$ cat src/rtl/hello_scroll_ctrl.sv
// hello_scroll_ctrl: rotation-select controller for the eight-digit HELLO scroller.
// Advances a 3-bit select automatically at TICKS_PER_STEP cycles per step while
// running, toggles run/stop and single-steps from synchronized pushbutton levels,
// and pulses step_tick/wrap alongside every change of the select.
// Optional feature macro: SCROLL_REVERSE_EN (when defined, the dir input selects
// decrementing with a 0->7 wrap; when undefined, dir is ignored and the select
// only increments).
module hello_scroll_ctrl #(
  parameter int TICKS_PER_STEP = 50_000_000
) (
  input  logic       Clock,
  input  logic       Reset,
  input  logic       run_btn,
  input  logic       step_btn,
  input  logic       dir,
  output logic [2:0] bits,
  output logic       running,
  output logic       step_tick,
  output logic       wrap
);

  // Prescaler needs at least one bit even when every cycle is a step.
  localparam int PW = (TICKS_PER_STEP > 1) ? $clog2(TICKS_PER_STEP) : 1;
  localparam logic [PW-1:0] TERM = PW'(TICKS_PER_STEP - 1);

  typedef enum logic {
    ST_STOP = 1'b0,
    ST_RUN  = 1'b1
  } state_t;

  // Button index 0 is run_btn, index 1 is step_btn.
  logic [1:0] w_btn_async;
  logic [1:0] w_btn_rise;
  logic       w_run_rise;
  logic       w_step_rise;

  state_t        r_state;
  state_t        w_state_next;
  logic [PW-1:0] r_presc;
  logic [PW-1:0] w_presc_next;
  logic          w_term;
  logic          w_advance;

  logic [2:0] r_bits;
  logic [2:0] w_bits_next;
  logic       r_step_tick;
  logic       r_wrap;
  logic       w_wrap_next;

  assign w_btn_async = {step_btn, run_btn};

  genvar gi;
  generate
    for (gi = 0; gi < 2; gi++) begin : g_btn
      logic r_sync1;
      logic r_sync2;
      logic r_prev;

      // Two-flop synchronizer followed by a one-flop history for edge detection.
      always_ff @(posedge Clock) begin
        if (Reset) begin
          r_sync1 <= 1'b0;
          r_sync2 <= 1'b0;
          r_prev  <= 1'b0;
        end else begin
          r_sync1 <= w_btn_async[gi];
          r_sync2 <= r_sync1;
          r_prev  <= r_sync2;
        end
      end

      assign w_btn_rise[gi] = r_sync2 & ~r_prev;
    end
  endgenerate

  assign w_run_rise  = w_btn_rise[0];
  assign w_step_rise = w_btn_rise[1];

`ifdef SCROLL_REVERSE_EN
  logic r_dir_sync1;
  logic r_dir_sync2;
  logic w_reverse;

  // Direction level is only consulted at an advance, so a plain synchronizer suffices.
  always_ff @(posedge Clock) begin
    if (Reset) begin
      r_dir_sync1 <= 1'b0;
      r_dir_sync2 <= 1'b0;
    end else begin
      r_dir_sync1 <= dir;
      r_dir_sync2 <= r_dir_sync1;
    end
  end

  assign w_reverse = r_dir_sync2;
`else
  // Direction is not supported in this build; the port is kept for pin compatibility.
  logic w_dir_unused;
  assign w_dir_unused = dir;
`endif

  assign w_term = (r_presc == TERM);

  // FSM state and prescaler registers.
  always_ff @(posedge Clock) begin
    if (Reset) begin
      r_state <= ST_RUN;
      r_presc <= '0;
    end else begin
      r_state <= w_state_next;
      r_presc <= w_presc_next;
    end
  end

  // Next state, prescaler and advance request. A toggle always wins over a step;
  // a terminal count still advances on the edge that toggles into STOP.
  always_comb begin
    w_state_next = r_state;
    w_presc_next = r_presc;
    w_advance    = 1'b0;
    case (r_state)
      ST_RUN: begin
        w_advance    = w_term;
        w_presc_next = w_term ? '0 : (r_presc + PW'(1));
        if (w_run_rise) begin
          w_state_next = ST_STOP;
          w_presc_next = '0;
        end
      end
      ST_STOP: begin
        w_presc_next = '0;
        if (w_run_rise) begin
          w_state_next = ST_RUN;
        end else if (w_step_rise) begin
          w_advance = 1'b1;
        end
      end
      default: begin
        w_state_next = ST_RUN;
        w_presc_next = '0;
      end
    endcase
  end

  // Next select value and wrap flag for an advance in the selected direction.
  always_comb begin
    w_bits_next = r_bits;
    w_wrap_next = 1'b0;
    if (w_advance) begin
`ifdef SCROLL_REVERSE_EN
      if (w_reverse) begin
        w_bits_next = r_bits - 3'd1;
        w_wrap_next = (r_bits == 3'd0);
      end else begin
        w_bits_next = r_bits + 3'd1;
        w_wrap_next = (r_bits == 3'd7);
      end
`else
      w_bits_next = r_bits + 3'd1;
      w_wrap_next = (r_bits == 3'd7);
`endif
    end
  end

  // Registered select and the single-cycle pulses that accompany each change.
  always_ff @(posedge Clock) begin
    if (Reset) begin
      r_bits      <= 3'd0;
      r_step_tick <= 1'b0;
      r_wrap      <= 1'b0;
    end else begin
      r_bits      <= w_bits_next;
      r_step_tick <= w_advance;
      r_wrap      <= w_wrap_next;
    end
  end

  assign bits      = r_bits;
  assign running   = (r_state == ST_RUN);
  assign step_tick = r_step_tick;
  assign wrap      = r_wrap;

endmodule
$ cat config.mk
export PLATFORM = sky130hd
export DESIGN_NAME = hello_scroll_ctrl
export DESIGN_NICKNAME = d
export VERILOG_FILES = /design/src/rtl/hello_scroll_ctrl.sv
export SDC_FILE = /design/constraint.sdc
export NUM_CORES = 1
export LEC_CHECK = 0
export BUFFER_PORTS_ARGS = -buffer_cell sky130_fd_sc_hd__buf_4
export CORE_ASPECT_RATIO = 0.75
export CORE_MARGIN = 3
export CORE_UTILIZATION = 27
export CTS_BUF_LIST = sky130_fd_sc_hd__clkbuf_4 sky130_fd_sc_hd__clkbuf_8
export CTS_CLUSTER_SIZE = 25
export DETAILED_ROUTE_END_ITERATION = 8
export PLACE_DENSITY = 0.42
export SKIP_CTS_REPAIR_TIMING = 1
export SYNTH_ARGS = -nofsm -noshare
export SYNTH_HDL_FRONTEND = slang
export SYNTH_SLANG_ARGS = --single-unit
$ cat constraint.sdc
create_clock -name Clock -period 5.3 [get_ports Clock]
set_input_delay 0.53 -clock Clock [delete_from_list [all_inputs] [get_ports Clock]]
set_output_delay 0.53 -clock Clock [all_outputs]
set_load 0.01 [all_outputs]
# Word-level counts from Yosys, hierarchy flattened
# Cells that the tools add are included.
[classes]
addsub = 2
n_eq_ne = 2
mux = 9
bitwise_logic = 6
n_reduce_logical = 1
[op_table]
columns = ["op", "count"]
rows = [
  ["two-way mux 26 bit", 2],
  ["one-hot mux 26 bit (2 select lines)", 1],
  ["adder 26 x 1 -> 26 bit (second input constant)", 1],
  ["equality test 26 bit (second input constant)", 1],
  ["two-way mux 1 bit", 4],
  ["NOT 1 bit", 4],
  ["one-hot mux 1 bit (2 select lines)", 2],
  ["adder 3 x 1 -> 3 bit (second input constant)", 1],
  ["equality test 3 bit (second input constant)", 1],
  ["AND 1 bit", 2],
  ["OR reduction 2 bit", 1],
]
[word_totals]
reg_bits = 38
inputBits = 5
output_inout_bits = 6
word_cells = 31

# Logic depth before layout (Yosys ltp)
# Gate-level depths: netlist (run 1).
[logic_depth]
ltp_word = 7
depth_mapped = 7
mapped_depth_nobuf = 5

# Worst setup path after synthesis (run 1)
# OpenSTA, ideal clock, no wires.
[synth_path]
kind = "register -> register"
from = "reg r_presc[0]"
to = "reg r_presc[20]"
setup_ns = 0.070
t_arrival_ns = 1.884
required_time_ns = 5.230
path_slack_ns = 3.346
stages_incl_launch_ff = 7
n_path_buf = 1
synth_period_minus_slack_ns = 1.954
cell_sequence = "dfxtp_1 > ha_1 > nand4_2 > or3_1 > buf_2 > or4_1 > a21oi_1"
[synth_between]
elab_chain_cells = 4
elab_cells_between_ends = 5
classes_between = "add/sub: 1; eq/ne: 1; mux: 3"
[synth_rtl]
columns = ["item", "line", "source"]
rows = [
  ["start: declaration", "39", "logic [PW-1:0] r_presc;"],
  ["start signal: assignment", "111", "r_presc <= w_presc_next;"],
  ["adder 26 x 1 -> 26 bit / equality test 26 bit (equally long branches)", "124, 102", ""],
  ["two-way mux 26 bit *", "124", "w_presc_next = w_term ? '0 : (r_presc + PW'(1));"],
  ["two-way mux 26 bit *", "125", "if (w_run_rise) begin"],
  ["one-hot mux 26 bit (2 select lines) *", "121", "case (r_state)"],
]
# Every way passes the cells marked *; elsewhere a longest branch is shown, timed or not.
# A chain may end at the register's enable or synchronous reset.

# Worst setup path in the final report (run 1)
[layout_path]
from = "reg r_presc[17]"
to = "reg r_presc[9]"
[layout_between]
elab_chain_cells = 4
[layout_rtl]
columns = ["item", "line", "source"]
rows = [
  ["equality test 26 bit", "102", "assign w_term = (r_presc == TERM);"],
  ["two-way mux 26 bit", "124", ""],
  ["two-way mux 26 bit", "125", ""],
  ["one-hot mux 26 bit (2 select lines)", "121", ""],
]
# Every way passes these cells.

==> out/metrics.cfg, run 1 <==
[outcome]
status = finished, final reports clean

[route]
vias = 1343
viasPerCell = 4.92
drc = 0
drt_wl_total_mm = 3.43
drt-pass1-iter-count = 4
routedWlPerCell_um = 12.5
drtIter0Drc = 54
ant_nets = 0

[setup_path]
crit_arrival_ns = 2.57
crit_path_end_kind = flip-flop
startpoint_type = flip-flop
critPathMaxFanout = 26
max_stage_delay_ns = 0.78
critical_path_required_ns = 5.44
rr_worst_depth = 4
critPathTopFamily = simple AND/OR/NAND/NOR gates
critPathKind = flip-flop to flip-flop
critPathSlowestCell = a21o_1
cp.depth = 4
cp_cell_sequence = or4b_1 -> nor4_1 -> a21o_1 -> nor2_1
crit_buf_inv = 0

[yosys]
synth_ff_type = dfxtp_1
synthArstFlopShare_pct = 0
synth_cell_types = 37
synth_edf_count = 0
synth-seq-area-share_pct = 45.1
syn_nets = 194
ys_warn_count = 0
synth_cells = 186
ys_ff_latch = 38
avgSynthCellArea_um2 = 9.06
netlist_area_um2 = 1690

[floorplanning]
die_w_um = 97.2
die_area_um2 = 7240
core_um2 = 5920
std_cell_rows = 24
die_y_um = 74.4
io-pin-count = 11
start_util_pct = 28.5

[global_routing]
grt_max_degree = 27
antenna_found_initial = 0
first_global_vias = 1207
overflow = 0
grt_pass1_wl_mm = 5.72
grt_usage_pct = 10.1

[power_and_ir_drop]
power_density_nw_per_um2 = 263
leakage_nw = 0.633
peakVddDrop_v = 0.0000844

[final_layout]
drive_above_1_share_pct = 10.3
instances_no_fill = 273
area_growth_pct = 12.6
n_fill_cell = 619
n_antenna_cell = 0
fin_nets = 203
fin_area_um2 = 1900

[timing]
period_needed_ns = 2.43
report.final.slew_viol_count = 0
max_freq_mhz = 411
relSlewSlack_pct = 41.1
grt_setup_unrepaired = no
tightest_slew_ns = 0.883
period_share_pct = 45.9
hold_viol_final = 0
setup_violations = 0
fin_setup_tns_ns = 0
skew_ns = 0.00617

[clock_network]
cts-root-buf = clkbuf_8
cts_inserted_buffers = 5
clk_path_buf_depth = 2
cts_htree_levels = 2
cts_tree = done
clk_latency_ns = 0.29
cts_sinks = 38
cts.clk_slew.worst_paths_ns = 0.08

[placed_design]
place_congestion = 0.708
placedInstanceArea_um2 = 1820
hpwl_mm = 2.43
place_inst = 266
io_buffers = 9

[run]
cap_violations = 0

[min_path]
hold_path.class = flip-flop to flip-flop
hold_depth = 1

sequential cells by signal, indices dropped and copies added (netlist names):
signal         count
g_btn.r_sync1      2
wrap               1
g_btn.r_sync2      2
step_tick          1
r_presc           26
running            1
bits               3
g_btn.r_prev       2
worst register-to-register path: stages (launching register included):
cell	delay, ns
dfxtp_1	0.43
or4b_1	0.47
nor4_1	0.48
a21o_1	0.78
nor2_1	0.14
cell usage after synthesis, types with 2 or more instances:
library cell / count / share of area [%]
xnor2_1: 7 / 3.6
o31ai_1: 9 / 4.0
clkbuf_1: 3 / 0.67
and2_1: 2 / 0.74
inv_1: 4 / 0.89
dfxtp_1: 38 / 45
nand4_1: 6 / 2.2
or4b_1: 2 / 1.2
nand2_1: 10 / 2.2
nand3_1: 8 / 2.4
mux2i_1: 2 / 1.2
a21oi_1: 13 / 3.9
or3_1: 3 / 1.1
or4_1: 10 / 4.5
and3_1: 2 / 0.74
and4_1: 2 / 1.0
nand3b_1: 2 / 0.89
xor2_1: 6 / 3.1
ha_1: 3 / 2.2
buf_2: 4 / 1.2
nand2b_1: 5 / 1.9
nor2b_1: 8 / 3.0
nor4_1: 6 / 2.2
nor2_1: 17 / 3.8
nor3_1: 2 / 0.59
final timing paths:
kind | start | slack (ns) | end
worst max-delay path | r_presc[17]$_SDFF_PP0_ | 2.87 | r_presc[9]$_SDFF_PP0_
worst min-delay path | g_btn[1].r_sync1$_SDFF_PP0_ | 0.44 | g_btn[1].r_sync2$_SDFF_PP0_
worst min register to register | g_btn[1].r_sync1$_SDFF_PP0_ | 0.44 | g_btn[1].r_sync2$_SDFF_PP0_
worst max register to register | r_presc[17]$_SDFF_PP0_ | 2.87 | r_presc[9]$_SDFF_PP0_
cell type report:
class / count / area (um^2) / share of cell area (%)
Multi-Input combinational cell: 136 / 875 / 46.1
Clock inverter: 2 / 10.0 / 0.527
Tap cell: 78 / 97.6 / 5.14
Timing Repair Buffer: 9 / 67.6 / 3.56
Inverter: 5 / 18.8 / 0.989
Clock buffer: 5 / 68.8 / 3.63
Sequential cell: 38 / 761 / 40.1
placed cells by master, fill, tap and decap left out, types with 2 or more instances in the layout:
master	n
nor3_1	2
nand2_1	10
clkbuf_8	5
buf_4	9
nand2b_1	5
xor2_1	6
inv_1	4
nor2_1	17
or3_1	3
a21oi_1	13
and3_1	2
nand3b_1	2
nor2b_1	8
clkinv_2	2
or4b_1	2
mux2i_1	2
o31ai_1	9
ha_1	3
or4_1	10
dfxtp_1	38
nand3_1	8
xnor2_1	7
and2_1	2
nor4_1	6
and4_1	2
nand4_1	6
power breakdown:
group,internal (W),switching (W),total [W]
clock network,0.0000883,0.0000997,0.000188
registers,0.000290,0.00000375,0.000293
logic,0.00000718,0.0000105,0.0000177
logic make-up (layout without fill, tap and decap cells):
kind of cell / Yosys count / count (layout) / synth area share (%)
compound gates: 26 / 26 / 9.65
xor+xnor: 13 / 13 / 6.76
fa+ha+maj: 3 / 3 / 2.23
buf+inv: 12 / 21 / 2.97
flops: 38 / 38 / 45.1
mux: 3 / 3 / 1.86
simple gates: 91 / 91 / 31.4
metrics by stage:
| stage | hold WS (ns) | utilization, % | worst slack, ns | total power (W) |
|---|---|---|---|---|
| 6_report | 0.440 | 32.1 | 2.87 | 0.000499 |
| 5_1_grt | 0.445 | 32.1 | 2.62 | 0.000522 |
| 3_3_place_gp | 0.422 | 30.8 | 2.87 | 0.000318 |
| 4_1_cts | 0.435 | 32.1 | 2.81 | 0.000509 |
| 2_1_floorplan | 0.414 | - | 3.35 | 0.000313 |
| 3_5_place_dp | 0.429 | 30.8 | 2.82 | 0.000318 |
metal layers:
layer,GRT usage (%),routed length (um),vias up
met5,0,0,-
met4,5.53,69,0
met3,3.09,95,8
met2,14.1,1420,10
met1,14.0,1850,632
li1,-,-,693
No activity file was read; power rests on OpenSTA's default activity.
==> run 2: changes to the inputs <==
Clock period 5.3 ns to 2.34 ns, I/O delays scaled along.
==> out/metrics.cfg, run 2 (synthesis gave the netlist of run 1 again) <==
[final_layout]
fin_nets = 207
n_antenna_cell = 0
drive_above_1_share_pct = 12.5
layout_common_cells = dfxtp_1 (38), nor2_1 (17), a21oi_1 (13), buf_4 (12)
instances_no_fill = 278
largest-register = r_presc
area_growth_pct = 16.1
layout.cells.most_common = dfxtp_1
largest_register_ffs = 26

[timing]
holdWs_ns = 0.150
tightest_slew_ns = 0.615
skew_ns = 0.00614
max_freq_mhz = 477
fin_ws_ns = 0.246
hold_viol_final = 0
setup_violations = 0
report.final.slew_viol_count = 0
fin_setup_tns_ns = 0
period_needed_ns = 2.09
relSlewSlack_pct = 58.6
grt_setup_unrepaired = no
period_share_pct = 89.5

[placed_design]
hpwl_mm = 2.50
preCtsSetupSlack_ns = 0.243
place_congestion = 0.735
place_inst = 270
io_buffers = 9

[setup_path]
startpoint_type = flip-flop
crit_path_end_kind = flip-flop
crit_arrival_ns = 2.32
critical_path_required_ns = 2.57
critPathMaxFanout = 9
rr_startpoint = r_presc[0]$_SDFF_PP0_
rrSetupSlack_ns = 0.25
rr_worst_depth = 5
timing.rr.end = r_presc[16]$_SDFF_PP0_
critPathKind = flip-flop to flip-flop

[floorplanning]
core_um2 = 5920
std_cell_rows = 24
start_util_pct = 28.5
die_area_um2 = 7240
die_w_um = 97.2
die_y_um = 74.4
io-pin-count = 11

[clock_network]
cts_inserted_buffers = 5
cts-root-buf = clkbuf_8
clk_latency_ns = 0.29
cts_htree_levels = 2
cts_sinks = 38
clk_path_buf_depth = 2
cts.clk_slew.worst_paths_ns = 0.08
cts_tree = done

[power_and_ir_drop]
peakVddDrop_v = 0.000209
power_density_nw_per_um2 = 608
leakage_nw = 0.664
finalPower_w = 0.00119

[outcome]
status = finished, final reports clean

[route]
drt-pass1-iter-count = 4
drt_wl_total_mm = 3.50
drtIter0Drc = 75
vias = 1359
viasPerCell = 4.89
routedWlPerCell_um = 12.6
drc = 0
ant_nets = 0

[run]
cap_violations = 0

[global_routing]
overflow = 0
first_global_vias = 1252
antenna_found_initial = 0
grt_pass1_wl_mm = 5.98
grt_max_degree = 27
grt_usage_pct = 10.7

[min_path]
hp-start = run_btn
hold_path.class = input port to flip-flop
hold_depth = 2
whs_endpoint = g_btn[0].r_sync1$_SDFF_PP0_

## run 2: cell types whose count changed in the layout (fill, tap and decap cells not counted), sizes merged
cell / previous run / this run
clkbuf: 5 / 7
clkinv: 2 / 1
buf: 9 / 13
## run 2: report_power, final
part | total, W | switching, W | internal [W]
sequential | 0.000665 | 0.00000831 | 0.000656
combinational | 0.0000477 | 0.0000257 | 0.0000220
clock | 0.000478 | 0.000229 | 0.000249
## run 2: worst max-delay path by stage
stage | startpoint | endpoint
after floorplan | r_presc[0]$_SDFF_PP0_ | r_presc[20]$_SDFF_PP0_
after global placement | r_presc[0]$_SDFF_PP0_ | r_presc[24]$_SDFF_PP0_
after detailed placement | r_presc[0]$_SDFF_PP0_ | r_presc[16]$_SDFF_PP0_
after CTS | r_presc[0]$_SDFF_PP0_ | r_presc[16]$_SDFF_PP0_
after global routing | r_presc[0]$_SDFF_PP0_ | r_presc[24]$_SDFF_PP0_
final | r_presc[0]$_SDFF_PP0_ | r_presc[16]$_SDFF_PP0_
## run 2: cell type report
class,instances,area (um^2)
Fill cell,621,3960
Multi-Input combinational cell,136,875
Sequential cell,38,761
Timing Repair Buffer,13,110
Tap cell,78,97.6
Clock buffer,7,90.1
Inverter,5,18.8
Clock inverter,1,5.00
## run 2: through the flow
stage               cell area (um^2)  util (%)
finish                          1960      33.1
global route                    1960      33.1
CTS                             1960      33.1
detailed placement              1860      31.5
global placement                1860      31.5
floorplan                       1690         -
## run 2: routing by layer
layer / wire, um / global-route usage [%] / up-vias
li1: - / - / 701
met1: 1830 / 14.1 / 634
met2: 1500 / 15.8 / 19
met3: 115 / 3.37 / 5
met4: 53 / 5.53 / 0
met5: 0 / 0 / -
## run 2: critical path, cell delays in order, from the launching register on
cell and delay [ns]:
dfxtp_1 0.40, ha_1 0.27, nand4_2 0.15, or3_1 0.53, or4_1 0.54, a21oi_1 0.15
==> run 3: changes to the inputs <==
Settings changed: CORE_UTILIZATION 27 to 58, PLACE_DENSITY 0.42 to 0.77.
==> out/metrics.cfg, run 3 (synthesis gave the netlist of run 1 again) <==
[setup_path]
critPathKind = flip-flop to flip-flop
rr_startpoint = r_presc[17]$_SDFF_PP0_
startpoint = r_presc[17]$_SDFF_PP0_
critical_path_required_ns = 2.52
critPathMaxFanout = 7
max_stage_delay_ns = 0.47
crit_path_end_kind = flip-flop
crit_buf_inv = 0
startpoint_type = flip-flop
critPathTopFamily = simple AND/OR/NAND/NOR gates
cp_cell_sequence = or4b_1 -> nor4_1 -> a21oi_1 -> mux2_1
critPathSlowestCell = nor4_1
crit_arrival_ns = 2.30
rrSetupSlack_ns = 0.22

[power_and_ir_drop]
power_density_nw_per_um2 = 625
peakVddDrop_v = 0.000543
finalPower_w = 0.00117
leakage_nw = 0.645

[timing]
hold_viol_final = 0
setup_violations = 0
tightest_slew_ns = 0.594
relSlewSlack_pct = 60.0
fin_ws_ns = 0.218
period_share_pct = 90.7
report.final.slew_viol_count = 0
grt_setup_unrepaired = no
fin_setup_tns_ns = 0
skew_ns = 0.00513
max_freq_mhz = 471
period_needed_ns = 2.12

[floorplanning]
core_um2 = 2680
die_w_um = 68.2
die_y_um = 52.7
start_util_pct = 62.8
die_area_um2 = 3600
std_cell_rows = 16
io-pin-count = 11

[final_layout]
layout.cells.most_common = dfxtp_1
largest-register = r_presc
n_fill_cell = 214
n_antenna_cell = 0
fin_nets = 205
multiInputGateArea_um2 = 875
fin_area_um2 = 1880
drive_above_1_share_pct = 11.6
largest_register_ffs = 26
layout_common_cells = dfxtp_1 (38), nor2_1 (17), a21oi_1 (13), buf_4 (11)
seqCellArea_um2 = 761
area_growth_pct = 11.4
instances_no_fill = 234

[global_routing]
grt_pass1_wl_mm = 5.27
antenna_found_initial = 0
overflow = 0
grt_max_degree = 27
grt_usage_pct = 19.9
first_global_vias = 1184

[min_path]
hold_path.class = input port to flip-flop
hp-start = step_btn

[route]
drt_wl_total_mm = 3.24
ant_nets = 0
drtIter0Drc = 86
viasPerCell = 5.83
routedWlPerCell_um = 13.8
drt-pass1-iter-count = 5
vias = 1365
drc = 0

[placed_design]
placedInstanceArea_um2 = 1780
io_buffers = 9
hpwl_mm = 2.25
place_congestion = 0.844
preCtsSetupSlack_ns = 0.261
place_inst = 226

[clock_network]
cts_sinks = 38
cts.clk_slew.worst_paths_ns = 0.07
cts_inserted_buffers = 5
clk_latency_ns = 0.29
clk_path_buf_depth = 2
cts_tree = done
cts_htree_levels = 2
cts-root-buf = clkbuf_8

[outcome]
status = finished, final reports clean

[run]
cap_violations = 0

-- run 3: cell type report --
cell class                 count  share of cell area, %
clock buffer                   6                   4.40
timing repair buffer          11                   4.40
clock inverter                 2                  0.667
tap                           36                   2.40
inverter                       5                   1.00
multi-input combinational    136                   46.6
sequential                    38                   40.5
-- run 3: stage by stage --
stage | utilization [%] | hold slack, ns
3_5_place_dp | 66.4 | 0.424
6_report | 70.0 | 0.150
3_3_place_gp | 66.4 | 0.423
4_1_cts | 70.0 | 0.133
5_1_grt | 70.0 | 0.153
2_1_floorplan | - | 0.362
-- run 3: routing by layer --
metal | global-route usage, % | wire length, um
met1 | 25.1 | 1530
met2 | 30.7 | 1440
met3 | 7.73 | 225
met4 | 6.93 | 38
met5 | 0 | 0
-- run 3: final timing paths --
check / end / cells past startpoint
min reg2reg: g_btn[0].r_sync2$_SDFF_PP0_ / 1
max reg2reg: bits[0]$_SDFFE_PP0P_ / 4
max: bits[0]$_SDFFE_PP0P_ / 4
min: g_btn[1].r_sync1$_SDFF_PP0_ / 2
-- run 3: power breakdown --
group          internal, W  switching (W)
registers         0.000656     0.00000868
clock network     0.000237       0.000230
logic            0.0000180      0.0000237
total             0.000911       0.000262
